**config.mk**
```make
export PLATFORM = sky130hd
export DESIGN_NAME = draw_rect
export DESIGN_NICKNAME = d
export VERILOG_FILES = /design/src/rtl/vga_pkg.sv /design/src/rtl/delay.sv /design/src/rtl/draw_rect.sv
export SDC_FILE = /design/constraint.sdc
export NUM_CORES = 1
export LEC_CHECK = 0
export BUFFER_PORTS_ARGS = -buffer_cell sky130_fd_sc_hd__buf_2
export CAP_MARGIN = 10
export CORE_MARGIN = 10
export CORE_UTILIZATION = 49
export CTS_CLUSTER_SIZE = 12
export DETAILED_ROUTE_END_ITERATION = 10
export HOLD_SLACK_MARGIN = 0.15
export PLACE_DENSITY = 0.72
export SYNTH_ARGS = -nofsm -noshare
export SYNTH_HDL_FRONTEND = slang
export SYNTH_SLANG_ARGS = --single-unit
```
**constraint.sdc**
```tcl
create_clock -name clk -period 2.2 [get_ports clk]
set_input_delay 0.11 -clock clk [delete_from_list [all_inputs] [get_ports clk]]
set_output_delay 0.11 -clock clk [all_outputs]
set_load 0.005 [all_outputs]
```
**src/rtl/vga_pkg.sv**
```systemverilog
// Shared constants and types for the 800x600 @ 40 MHz VGA pipeline.
//
// Contents:
//   HOR_PIXELS / VER_PIXELS  visible area
//   HOR_TOTAL / VER_TOTAL    full line / frame length including blanking
//   rgb_t                    12-bit RGB444 colour
//   COMMIT_H / COMMIT_V      pixel at which pending rectangle moves are applied
//                            (first pixel of vertical blank)
//   clamp12()                saturating clamp of an 11-bit position to a limit
package vga_pkg;

  localparam int HOR_PIXELS = 800;
  localparam int VER_PIXELS = 600;
  localparam int HOR_TOTAL  = 1056;
  localparam int VER_TOTAL  = 628;

  typedef logic [11:0] rgb_t;

  // Start of vertical blank: line VER_PIXELS, pixel 0.
  localparam logic [10:0] COMMIT_H = 11'd0;
  localparam logic [10:0] COMMIT_V = 11'(VER_PIXELS);

  // Widen to 12 bits so large requests (up to 2047) compare correctly.
  function automatic logic [11:0] clamp12(input logic [10:0] pos, input logic [11:0] lim);
    logic [11:0] p12;
    p12 = {1'b0, pos};
    return (p12 > lim) ? lim : p12;
  endfunction

endpackage

```
**src/rtl/delay.sv**
```systemverilog
// Fixed-length register delay line with asynchronous active-low reset.
//
// Parameters:
//   WIDTH    bit width of the delayed bus
//   CLK_DEL  number of clock cycles of delay (>= 1)
// Ports:
//   clk     clock
//   rst_n   asynchronous active-low reset, clears every stage to 0
//   din_i   bus to delay
//   dout_o  din_i delayed by CLK_DEL cycles
module delay #(
  parameter int WIDTH   = 1,
  parameter int CLK_DEL = 1
) (
  input  logic             clk,
  input  logic             rst_n,
  input  logic [WIDTH-1:0] din_i,
  output logic [WIDTH-1:0] dout_o
);

  logic [WIDTH-1:0] stage_q [CLK_DEL];

  always_ff @(posedge clk or negedge rst_n) begin
    if (!rst_n) begin
      for (int i = 0; i < CLK_DEL; i++) stage_q[i] <= '0;
    end else begin
      stage_q[0] <= din_i;
      for (int i = 1; i < CLK_DEL; i++) stage_q[i] <= stage_q[i-1];
    end
  end

  assign dout_o = stage_q[CLK_DEL-1];

endmodule

```
**src/rtl/draw_rect.sv**
```systemverilog
// Rectangle overlay stage for the 800x600 VGA pipeline.
//
// Sits directly after vga_timing. Draws a RECT_W x RECT_H rectangle of
// RECT_COLOR over the upstream background at a software-controlled position.
// Position requests use a valid/ready handshake; accepted requests wait in a
// shadow register and are applied at the first pixel of vertical blank so a
// visible frame never shows two positions. All outputs lag inputs by 2 clocks.
//
// Handshake: a request transfers on a rising edge where pos_valid && pos_ready.
// pos_ready is low while a request is pending and returns high the cycle after
// the commit pixel. The requester may change pos_x/pos_y freely while
// pos_ready is low; only the value present at the transfer edge is used.
//
// Optional build macro DRAW_RECT_BORDER_EN: draw only a 2-pixel outline
// (requires RECT_W >= 4 and RECT_H >= 4). Undefined: filled rectangle.
//
// Ports:
//   clk, rst_n                 40 MHz pixel clock, async active-low reset
//   hcount_in, vcount_in       counters from vga_timing
//   hsync_in, vsync_in         syncs
//   hblnk_in, vblnk_in         blanking flags
//   rgb_in                     background colour aligned with the counters
//   pos_x, pos_y, pos_valid    position request
//   pos_ready                  request can be accepted
//   *_out                      timing signals delayed 2 cycles
//   rgb_out                    composed pixel colour (0 during blanking)
module draw_rect
  import vga_pkg::*;
#(
  parameter int   RECT_W     = 64,
  parameter int   RECT_H     = 48,
  parameter rgb_t RECT_COLOR = 12'hF00,
  parameter int   X_INIT     = 0,
  parameter int   Y_INIT     = 0
) (
  input  logic        clk,
  input  logic        rst_n,
  input  logic [10:0] hcount_in,
  input  logic [10:0] vcount_in,
  input  logic        hsync_in,
  input  logic        vsync_in,
  input  logic        hblnk_in,
  input  logic        vblnk_in,
  input  logic [11:0] rgb_in,
  input  logic [10:0] pos_x,
  input  logic [10:0] pos_y,
  input  logic        pos_valid,
  output logic        pos_ready,
  output logic [10:0] hcount_out,
  output logic [10:0] vcount_out,
  output logic        hsync_out,
  output logic        vsync_out,
  output logic        hblnk_out,
  output logic        vblnk_out,
  output logic [11:0] rgb_out
);

  localparam logic [11:0] W12    = 12'(RECT_W);
  localparam logic [11:0] H12    = 12'(RECT_H);
  localparam logic [11:0] X_MAX  = 12'(HOR_PIXELS - RECT_W);
  localparam logic [11:0] Y_MAX  = 12'(VER_PIXELS - RECT_H);
  localparam logic [11:0] AX_RST = 12'(X_INIT);
  localparam logic [11:0] AY_RST = 12'(Y_INIT);

  // ---------------------------------------------------------------------------
  // Position control: shadow register + pending flag, applied at commit pixel
  // ---------------------------------------------------------------------------
  logic        pending_q, pending_d;
  logic [11:0] shadow_x_q, shadow_x_d;
  logic [11:0] shadow_y_q, shadow_y_d;
  logic [11:0] ax_q, ax_d;
  logic [11:0] ay_q, ay_d;
  logic        commit;
  logic        accept;

  always_comb begin
    commit     = (vcount_in == COMMIT_V) && (hcount_in == COMMIT_H);
    accept     = pos_valid && !pending_q;
    pending_d  = pending_q;
    shadow_x_d = shadow_x_q;
    shadow_y_d = shadow_y_q;
    ax_d       = ax_q;
    ay_d       = ay_q;
    if (commit && pending_q) begin
      ax_d      = shadow_x_q;
      ay_d      = shadow_y_q;
      pending_d = 1'b0;
    end
    // Accept only happens when not pending, so it never collides with a
    // commit; a request taken on the commit pixel waits for the next frame.
    if (accept) begin
      shadow_x_d = clamp12(pos_x, X_MAX);
      shadow_y_d = clamp12(pos_y, Y_MAX);
      pending_d  = 1'b1;
    end
  end

  always_ff @(posedge clk or negedge rst_n) begin
    if (!rst_n) begin
      pending_q  <= 1'b0;
      shadow_x_q <= '0;
      shadow_y_q <= '0;
      ax_q       <= AX_RST;
      ay_q       <= AY_RST;
    end else begin
      pending_q  <= pending_d;
      shadow_x_q <= shadow_x_d;
      shadow_y_q <= shadow_y_d;
      ax_q       <= ax_d;
      ay_q       <= ay_d;
    end
  end

  assign pos_ready = !pending_q;

  // ---------------------------------------------------------------------------
  // Stage 1: rectangle hit test and blanking
  // ---------------------------------------------------------------------------
  logic [11:0] h12, v12;
  logic        in_rect;
  logic        draw_d, draw_q;
  logic        blank_d, blank_q;
  logic [11:0] rgb_s1_q;

`ifdef DRAW_RECT_BORDER_EN
  // Distances to each edge; only meaningful (no wrap) when in_rect is true.
  logic [11:0] dx_lo, dx_hi, dy_lo, dy_hi;
`endif

  always_comb begin
    h12     = {1'b0, hcount_in};
    v12     = {1'b0, vcount_in};
    in_rect = (h12 >= ax_q) && (h12 < ax_q + W12) &&
              (v12 >= ay_q) && (v12 < ay_q + H12);
    blank_d = hblnk_in || vblnk_in;
`ifdef DRAW_RECT_BORDER_EN
    dx_lo  = h12 - ax_q;
    dx_hi  = ax_q + W12 - 12'd1 - h12;
    dy_lo  = v12 - ay_q;
    dy_hi  = ay_q + H12 - 12'd1 - v12;
    draw_d = in_rect && ((dx_lo < 12'd2) || (dx_hi < 12'd2) ||
                         (dy_lo < 12'd2) || (dy_hi < 12'd2));
`else
    draw_d = in_rect;
`endif
  end

  always_ff @(posedge clk or negedge rst_n) begin
    if (!rst_n) begin
      draw_q   <= 1'b0;
      blank_q  <= 1'b0;
      rgb_s1_q <= '0;
    end else begin
      draw_q   <= draw_d;
      blank_q  <= blank_d;
      rgb_s1_q <= rgb_in;
    end
  end

  // ---------------------------------------------------------------------------
  // Stage 2: colour mux
  // ---------------------------------------------------------------------------
  logic [11:0] rgb_out_q, rgb_out_d;

  always_comb begin
    rgb_out_d = rgb_s1_q;
    if (blank_q)     rgb_out_d = '0;
    else if (draw_q) rgb_out_d = RECT_COLOR;
  end

  always_ff @(posedge clk or negedge rst_n) begin
    if (!rst_n) rgb_out_q <= '0;
    else        rgb_out_q <= rgb_out_d;
  end

  assign rgb_out = rgb_out_q;

  // ---------------------------------------------------------------------------
  // Timing signals: 2-cycle delay line matching the colour path
  // ---------------------------------------------------------------------------
  logic [25:0] timing_in, timing_out;

  assign timing_in = {hcount_in, vcount_in, hsync_in, vsync_in, hblnk_in, vblnk_in};

  delay #(
    .WIDTH  (26),
    .CLK_DEL(2)
  ) u_timing_delay (
    .clk   (clk),
    .rst_n (rst_n),
    .din_i (timing_in),
    .dout_o(timing_out)
  );

  assign {hcount_out, vcount_out, hsync_out, vsync_out, hblnk_out, vblnk_out} = timing_out;

endmodule

```
# ---- Yosys cells after proc, flatten, opt, wreduce, memory -nomap -nowiden
# Index checks and enable logic that the tools add are counted.
dict set report totals {
  elab_cells 36
  register_bits 127
}
dict set report classes {
  reduce_logical 10
  muxes 6
  eq_ne 1
  add_sub_neg 2
  order_cmp 6
}
# op n
set op_table {}
lappend op_table {{11-bit by 12-bit greater-or-equal comparator with 1-bit output} 2}
lappend op_table {{11-bit by 12-bit < comparator with 1-bit output} 2}
lappend op_table {{12-bit two-way mux} 2}
lappend op_table {{11-bit by 10-bit > comparator with 1-bit output (second input constant)} 2}
lappend op_table {{11-bit two-way mux} 2}
lappend op_table {{12-bit by 6-bit adder with 12-bit output (second input constant)} 1}
lappend op_table {{12-bit by 7-bit adder with 12-bit output (second input constant)} 1}
lappend op_table {{11-bit by 10-bit == test with 1-bit output (second input constant)} 1}
lappend op_table {{11-bit zero test} 1}
lappend op_table {{1-bit logical AND} 6}
lappend op_table {{1-bit two-way mux} 2}
lappend op_table {{2-bit nonzero test} 1}
lappend op_table {{1-bit zero test} 1}
lappend op_table {{1-bit logical OR} 1}

# ---- Logic depth before layout (Yosys ltp)
# Gate-level depths: netlist of the first run.
dict set report depth {
  word_depth 5
  mapped_depth 10
  mapped_depth_nobuf 10
}

# ---- Hierarchy
# A second synthesis of the first run with hierarchy kept.
dict set report unflattened {
  cells_unflattened 383
  hier_area_um2 5009.8
}
# module area_per_inst_um2 cells_each instances
set by_module_without_submodules {}
lappend by_module_without_submodules {draw_rect 3513.4 305 1}
lappend by_module_without_submodules {delay 1496.4 78 1}

# ---- Worst setup path before layout of the first run
# Ideal clock, no wire load.
dict set report synth_path {
  kind {register to register}
  start {reg ay_q[4]}
  end {reg draw_q}
  period_less_slack_ns 2.164
  stages_incl_launch_ff 11
  t_arrival_ns 2.097
  slack_ns 0.036
  path_buffers 0
  required_ns 2.132
  path_cell_list {dfrtp_1 > inv_1 > ha_1 > nor3_1 > xnor2_1 > ha_1 > and3_1 > a221oi_1 > o21ai_0 > o21ba_2 > and4_1}
}
dict set report synth_between {
  elab_chain_cells 3
  word_cells_on_any_way 5
}
# element line_no
set synth_rtl {}
lappend synth_rtl {{start, declared} draw_rect.sv:72} ;# logic [11:0] ay_q, ay_d;
lappend synth_rtl {{start signal, assigned} draw_rect.sv:110} ;# ay_q <= ay_d;
lappend synth_rtl {{12-bit by 6-bit adder with 12-bit output / 11-bit by 12-bit greater-or-equal comparator with 1-bit output (equally long branches)} draw_rect.sv:134} ;# (v12 >= ay_q) && (v12 < ay_q + H12);
lappend synth_rtl {{11-bit by 12-bit < comparator with 1-bit output / 1-bit logical AND (equally long branches)} {draw_rect.sv:134, draw_rect.sv:133}}
lappend synth_rtl {{1-bit logical AND *} draw_rect.sv:134}
lappend synth_rtl {{net draw_d} draw_rect.sv:121} ;# logic draw_d, draw_q;
lappend synth_rtl {{end signal, assigned} draw_rect.sv:154} ;# draw_q <= draw_d;
lappend synth_rtl {{end, declared} draw_rect.sv:121}
# The timed path passes the listed nets; every way through them passes the cells marked *.
# A chain may end at the register's enable or synchronous reset.

# ---- Worst setup path after layout of the first run
# Same ends and word-level chain as after synthesis.

==> run metrics, run 1 <==
status=completed; Sw Share=22.44%; Initial Util=slightly above 50%; Synth Register Bits=123; Die Wd=roughly 120 um; fin crit share=98.85%; I/O pin count=102; setup bufs post-CTS=0; area share of the largest cell type after synthesis=61.81%; Mapped Area=4980 um2; Post-synth top cells=dfrtp_1, ha_1, inv_1; Top FF cell, synth=dfrtp_1; # port buffers=101; share of cells above drive strength 1=30.61%; drt drc=0; CP required=2.59 ns; synthesized instance count=379; PD cells=787.4 nW/um2; Max Clock Freq=approximately 0.46 GHz; syn_nets=between 400 and 500; total CTS buffers=17; top-count cell post-synth=dfrtp_1; VDD IR max=0.4575 mV; share of async-settable or async-resettable flops after synthesis=100.0%; top post-synthesis cells by area=dfrtp_1, ha_1, mux2_2; CP Cell Sequence=inv_2, ha_4, nor3_4, xnor2_1, ha_1, and3_4, nand3_1, a221o_1, o21ba_2, and4_1; H-tree levels=4; Initial DRC Count=255; dpl ws=-0.06672 ns; worst hold path type=input pin to flip-flop; Max-Cap Viols=0; first-pass GRT wire length=19.62 mm; nets@finish=661; Via density=4.965; clock slew at reported path FFs=0.06 ns; die area=roughly 15,000 um2; clock sink total=123; slew margin rel.=50.88%; Synth area leader=dfrtp_1; Overflow after GRT=0; fillcell total=approximately 700; Root Buffer=clkbuf_8; arrival time of the worst setup path=about 2.6 ns; Comb power frac=7.8%; Power, Total=0.005504 W; antenna-violating nets left=0; placed wire-length estimate=7.803 mm; Layout area overhead=40.38%; max-slew violation count=0; number of core rows=36; GPL Wtd Cong=0.8745; first drt pass iteration count=4; Post-synth EDFFs=0; vias in the first global route=3,891; Mean Syn Cell Area=around 13 um2; Final setup violation count=0; largest net degree at the start of global routing=between 60 and 70; Crit. End Element=flip-flop; Die Span Y=120.8 um; skew final=0.01312 ns; wire per inst=16.71 um; final wirelength=11.85 mm; kind of critical path=flip-flop to flip-flop; final hold violations=0; CTS Buffer Depth=2; Critical path buffers and inverters=1; core box area=9819 um2; CP Max Fanout=2; worst-skew pair later-pin latency=0.52 ns; RSZ-0062 raised after global routing=yes; slowest CP cell=dfrtp_1; CTS tree=done; startpoint types=flip-flop; setup_tns=0 ns; worst slew pin tran=roughly 0.74 ns; post-synth cell types=between 40 and 50; via count=3,520; Psw=0.001235 W; sequential area share after synthesis=61.81%; initial antenna violation count=1; Ys Warns=0; Clk pwr share=about half; Flop pwr share=43.4%; Crit path max-delay family=simple AND/OR/NAND/NOR gates; P_leak=3.387 nW; largest stage delay on the critical path=approximately 0.36 ns; setup ws final=approximately 0.025 ns; clock period minus worst slack=about 2.2 ns; internal power=roughly 0.0043 W; GRT Overall Usage=approximately 17%
## flip-flops by register name, indices dropped and copies added (netlist names)
register / cells
ax_q: 11
ay_q: 11
blank_q: 1
draw_q: 1
pending_q: 1
rgb_out: 12
rgb_s1_q: 12
shadow_x_q: 11
shadow_y_q: 11
u_timing_delay.dout_o: 26
u_timing_delay.stage_q: 26
## cell type report
| class | count | area, um2 | area share (%) |
|---|---|---|---|
| antenna | 1 | 2.502 | 0.03580 |
| clock buffer | 19 | 441.7 | 6.318 |
| clock inverter | 13 | 142.6 | 2.040 |
| inverter | 27 | 101.3 | 1.450 |
| multi-input combinational | 203 | 1649 | 23.59 |
| sequential | 123 | 3078 | 44.03 |
| tap | 133 | 166.4 | 2.381 |
| timing repair buffer | 190 | 1409 | 20.15 |
## per-layer routing
layer / up-vias / GRT usage, % / routed length, um
met4: 0 / 5.882 / 152
met3: 15 / 5.910 / 609
met1: 1745 / 18.62 / 4890
met5: - / 0 / 0
li1: 1668 / - / -
met2: 92 / 30.13 / 6197
## cell usage in the layout (no fill, tap or decap), types with 4 or more instances in the layout
cell / n
nand3_1: 9
nor2_1: 23
a21oi_1: 11
inv_1: 24
dlygate4sd3_1: 78
nor2b_1: 7
and2_1: 9
a21o_1: 7
dfrtp_1: 123
buf_2: 100
buf_4: 9
nor3_1: 5
ha_1: 35
xnor2_1: 7
o21ai_0: 9
a22o_1: 13
clkinv_4: 4
nand2_1: 9
mux2_2: 19
clkbuf_16: 16
## worst register-to-register path: stages (launching register included)
cell	delay, ns
dfrtp_1	0.36
inv_2	0.06
ha_4	0.17
nor3_4	0.20
xnor2_1	0.10
ha_1	0.31
and3_4	0.18
nand3_1	0.07
a221o_1	0.26
o21ba_2	0.21
and4_1	0.14
## repair_timing
item / CTS / global route
setup endpoints to repair: 1 / 3
pin swaps: 0 / 3
hold endpoints to repair: 185 / 0
hold buffers: 79 / 0
resized for setup: 2 / 9
## final timing paths
check	start	endpoint	slack, ns	depth (start not counted)
setup / recovery	ay_q[4]$_DFFE_PN0P_	draw_q$_DFF_PN0_	0.03	10
hold / removal	pos_x[9]	shadow_x_q[0]$_DFFE_PN0P_	0.21	4
setup reg to reg	ay_q[4]$_DFFE_PN0P_	draw_q$_DFF_PN0_	0.03	10
hold reg to reg	u_timing_delay.stage_q[43]$_DFF_PN0_	u_timing_delay.dout_o[17]$_DFF_PN0_	0.35	0
max in group asynchronous	rst_n	u_timing_delay.stage_q[51]$_DFF_PN0_	1.17	4
min in group asynchronous	rst_n	shadow_y_q[6]$_DFFE_PN0P_	0.68	4
## power groups by stage
stage | Sequential, W | Combinational [W] | Clock, W
2_1_floorplan | 0.00242 | 0.000142 | 0
3_3_place_gp | 0.00243 | 0.000299 | 0
3_5_place_dp | 0.00243 | 0.000311 | 0
4_1_cts | 0.00239 | 0.000426 | 0.00271
5_1_grt | 0.00240 | 0.000480 | 0.00284
6_report | 0.00239 | 0.000432 | 0.00268
## cells by family after synthesis
family / count (synthesis) / synth area share [%]
XOR/XNOR: 8 / 1.407
multiplexers: 22 / 4.975
buffers and inverters: 53 / 5.955
flip-flops: 123 / 61.81
adder cells (fa/ha/maj): 36 / 9.045
AO/OA/AOI/OAI: 62 / 8.995
AND/OR/NAND/NOR: 75 / 7.814
## through the flow
stage	utilization (%)	hold WS, ns	cells	area (um2)
final	71.19	0.2108	709	6990
after floorplan	-	-0.1856	379	4980
after CTS	70.83	0.1946	708	6955
after global routing	71.19	0.2147	709	6990
after global placement	56.61	0.07594	597	5559
after detailed placement	56.61	0.08826	597	5559
Note: power is estimated with default switching activity, not from simulation.
==> run 2: changes to the inputs <==
- PLACE_DENSITY: 0.72 -> 0.81
==> run 2 against run 1 <==
The flow now finishes with violations (setup timing). Critical path type unchanged. Combinational power is essentially flat. Die area is the same. Routed wire length is essentially flat. Largest power group unchanged. Clock power grew 11%. Fmax shrank 1.9%.
==> run metrics, run 2 (synthesis results as in run 1) <==
status=finished with violations; failing checks=setup timing; RSZ-0062 raised after global routing=yes; kind of critical path=flip-flop to flip-flop; Initial Util=50.71%; internal power=0.004582 W; via count=between 3k and 4k; Worst R2R End=draw_q$_DFF_PN0_; arrival time of the worst setup path=2.60 ns; setup ws final=-0.01750 ns; Overflow after GRT=0; most frequent cells in the layout=dfrtp_1, buf_2, dlygate4sd3_1; worst-skew pair later-pin latency=approximately 0.50 ns; wire per inst=roughly 17 um; Crit. End Element=flip-flop; Max-Cap Viols=0; number of core rows=36; Levels on crit path=10; I/O pin count=102; GRT Overall Usage=17.11%; VDD IR max=approximately 0.53 mV; core box area=9819 um2; Layout area overhead=42.41%; CTS Buffer Depth=2; H-tree levels=4; placed wire-length estimate=~7.8 mm; ant diodes=0; vias in the first global route=3,939; CP startpoint=ay_q[4]$_DFFE_PN0P_; Clk pwr share=51.3%; Sw Share=between 20% and 30%; Via density=4.969; drt drc=0; FF+latch area=~3100 um2; CP Cell Sequence=inv_2, ha_4, nor3_4, xnor2_1, ha_1, and3_4, nand3_2, a221o_1, o21ba_2, and4_1; FF-to-FF Start=ay_q[4]$_DFFE_PN0P_; CTS tree=done; max-slew violation count=0; first-pass GRT wire length=a little under 20 mm; worst slew pin tran=0.6730 ns; Die Span Y=120.8 um; slowest CP cell=dfrtp_1; final wirelength=11.85 mm; Inst Count DP=596; share of cells above drive strength 1=31.08%; antenna-violating nets left=0; worst hold path type=input pin to asynchronous set/reset pin; Max Clock Freq=0.4510 GHz; commonest non-fill, non-tap cell in the layout=dfrtp_1; startpoint types=flip-flop; Critical path buffers and inverters=1; final hold violations=0; post-layout util=around 72%; fin crit share=100.8%; Flop pwr share=41.2%; non-filler cells, final=~700; first drt pass iteration count=4; skew final=0.009428 ns; CP Max Fanout=2; reg-to-reg slack, setup=-0.02 ns; Root Buffer=clkbuf_8; Initial DRC Count=between 100 and 150; slew margin rel.=55.04%; hold slack=0.1617 ns; area of the multi-input gates=1684 um2; clock slew at reported path FFs=0.06 ns; largest stage delay on the critical path=about 0.4 ns; clock period minus worst slack=between 2 and 2.5 ns; Crit path max-delay family=simple AND/OR/NAND/NOR gates; clock sink total=123; P_leak=3.429 nW; CP required=2.58 ns; largest net degree at the start of global routing=51; Comb power frac=about 7.4%; Psw=0.001222 W; die area=14,600 um2; Final setup violation count=1; initial antenna violation count=0; PD cells=between 800 and 900 nW/um2; GPL Wtd Cong=a little over 0.8; Die Wd=120.8 um; # port buffers=between 100 and 150; nets@finish=663; R2R cell count=10; total CTS buffers=17; fillcell total=626
## run 2: layout make-up
cell class / instances / share of cell area (%)
flip-flops and latches: 123 / 43.42
multi-input cells: 203 / 23.75
repair buffers: 192 / 19.99
clock buffers: 18 / 6.034
clock inverters: 13 / 3.035
well taps: 133 / 2.347
inverters: 27 / 1.429
## run 2: power groups by stage
stage	Sequential (W)	Combinational [W]	Clock, W
finish	0.00239	0.000432	0.00298
global route	0.00240	0.000480	0.00315
CTS	0.00239	0.000425	0.00304
detailed placement	0.00243	0.000308	0
global placement	0.00243	0.000295	0
floorplan	0.00242	0.000142	0
## run 2: worst max path at each step
stage	to	slack [ns]
finish	draw_q$_DFF_PN0_	-0.02
global route	draw_q$_DFF_PN0_	-0.11
CTS	draw_q$_DFF_PN0_	0.006
detailed placement	draw_q$_DFF_PN0_	-0.12
global placement	draw_q$_DFF_PN0_	0.01
floorplan	draw_q$_DFF_PN0_	0.04
## run 2: stage by stage
step | setup slack [ns] | setup TNS (ns) | power [W] | area [um2]
3_5_place_dp | -0.1153 | -0.1153 | 0.002739 | 5552
2_1_floorplan | 0.03564 | 0 | 0.002564 | 4980
6_report | -0.01750 | -0.01750 | 0.005805 | 7092
5_1_grt | -0.1118 | -0.1118 | 0.006030 | 7092
4_1_cts | 0.006400 | 0 | 0.005855 | 7053
3_3_place_gp | 0.01369 | 0 | 0.002721 | 5552
## run 2: worst reg2reg max path: stages, from the launching register on
cell	delay, ns
dfrtp_1	0.40
inv_2	0.07
ha_4	0.17
nor3_4	0.14
xnor2_1	0.10
ha_1	0.32
and3_4	0.22
nand3_2	0.08
a221o_1	0.27
o21ba_2	0.19
and4_1	0.14
## run 2: what timing repair did
item	CTS	global route
hold buffers	79	0
pin swaps	3	11
endpoints found under the hold margin	157	0
resized for setup	11	7
cloned	0	0
setup buffers	1	2
endpoints found under the setup margin	1	3
## run 2: metal layers
layer	track usage (%)	part of all wire, %
met2	29.55	50
met4	8.597	2.5
met1	18.81	42
met3	5.026	5.1
met5	0	0
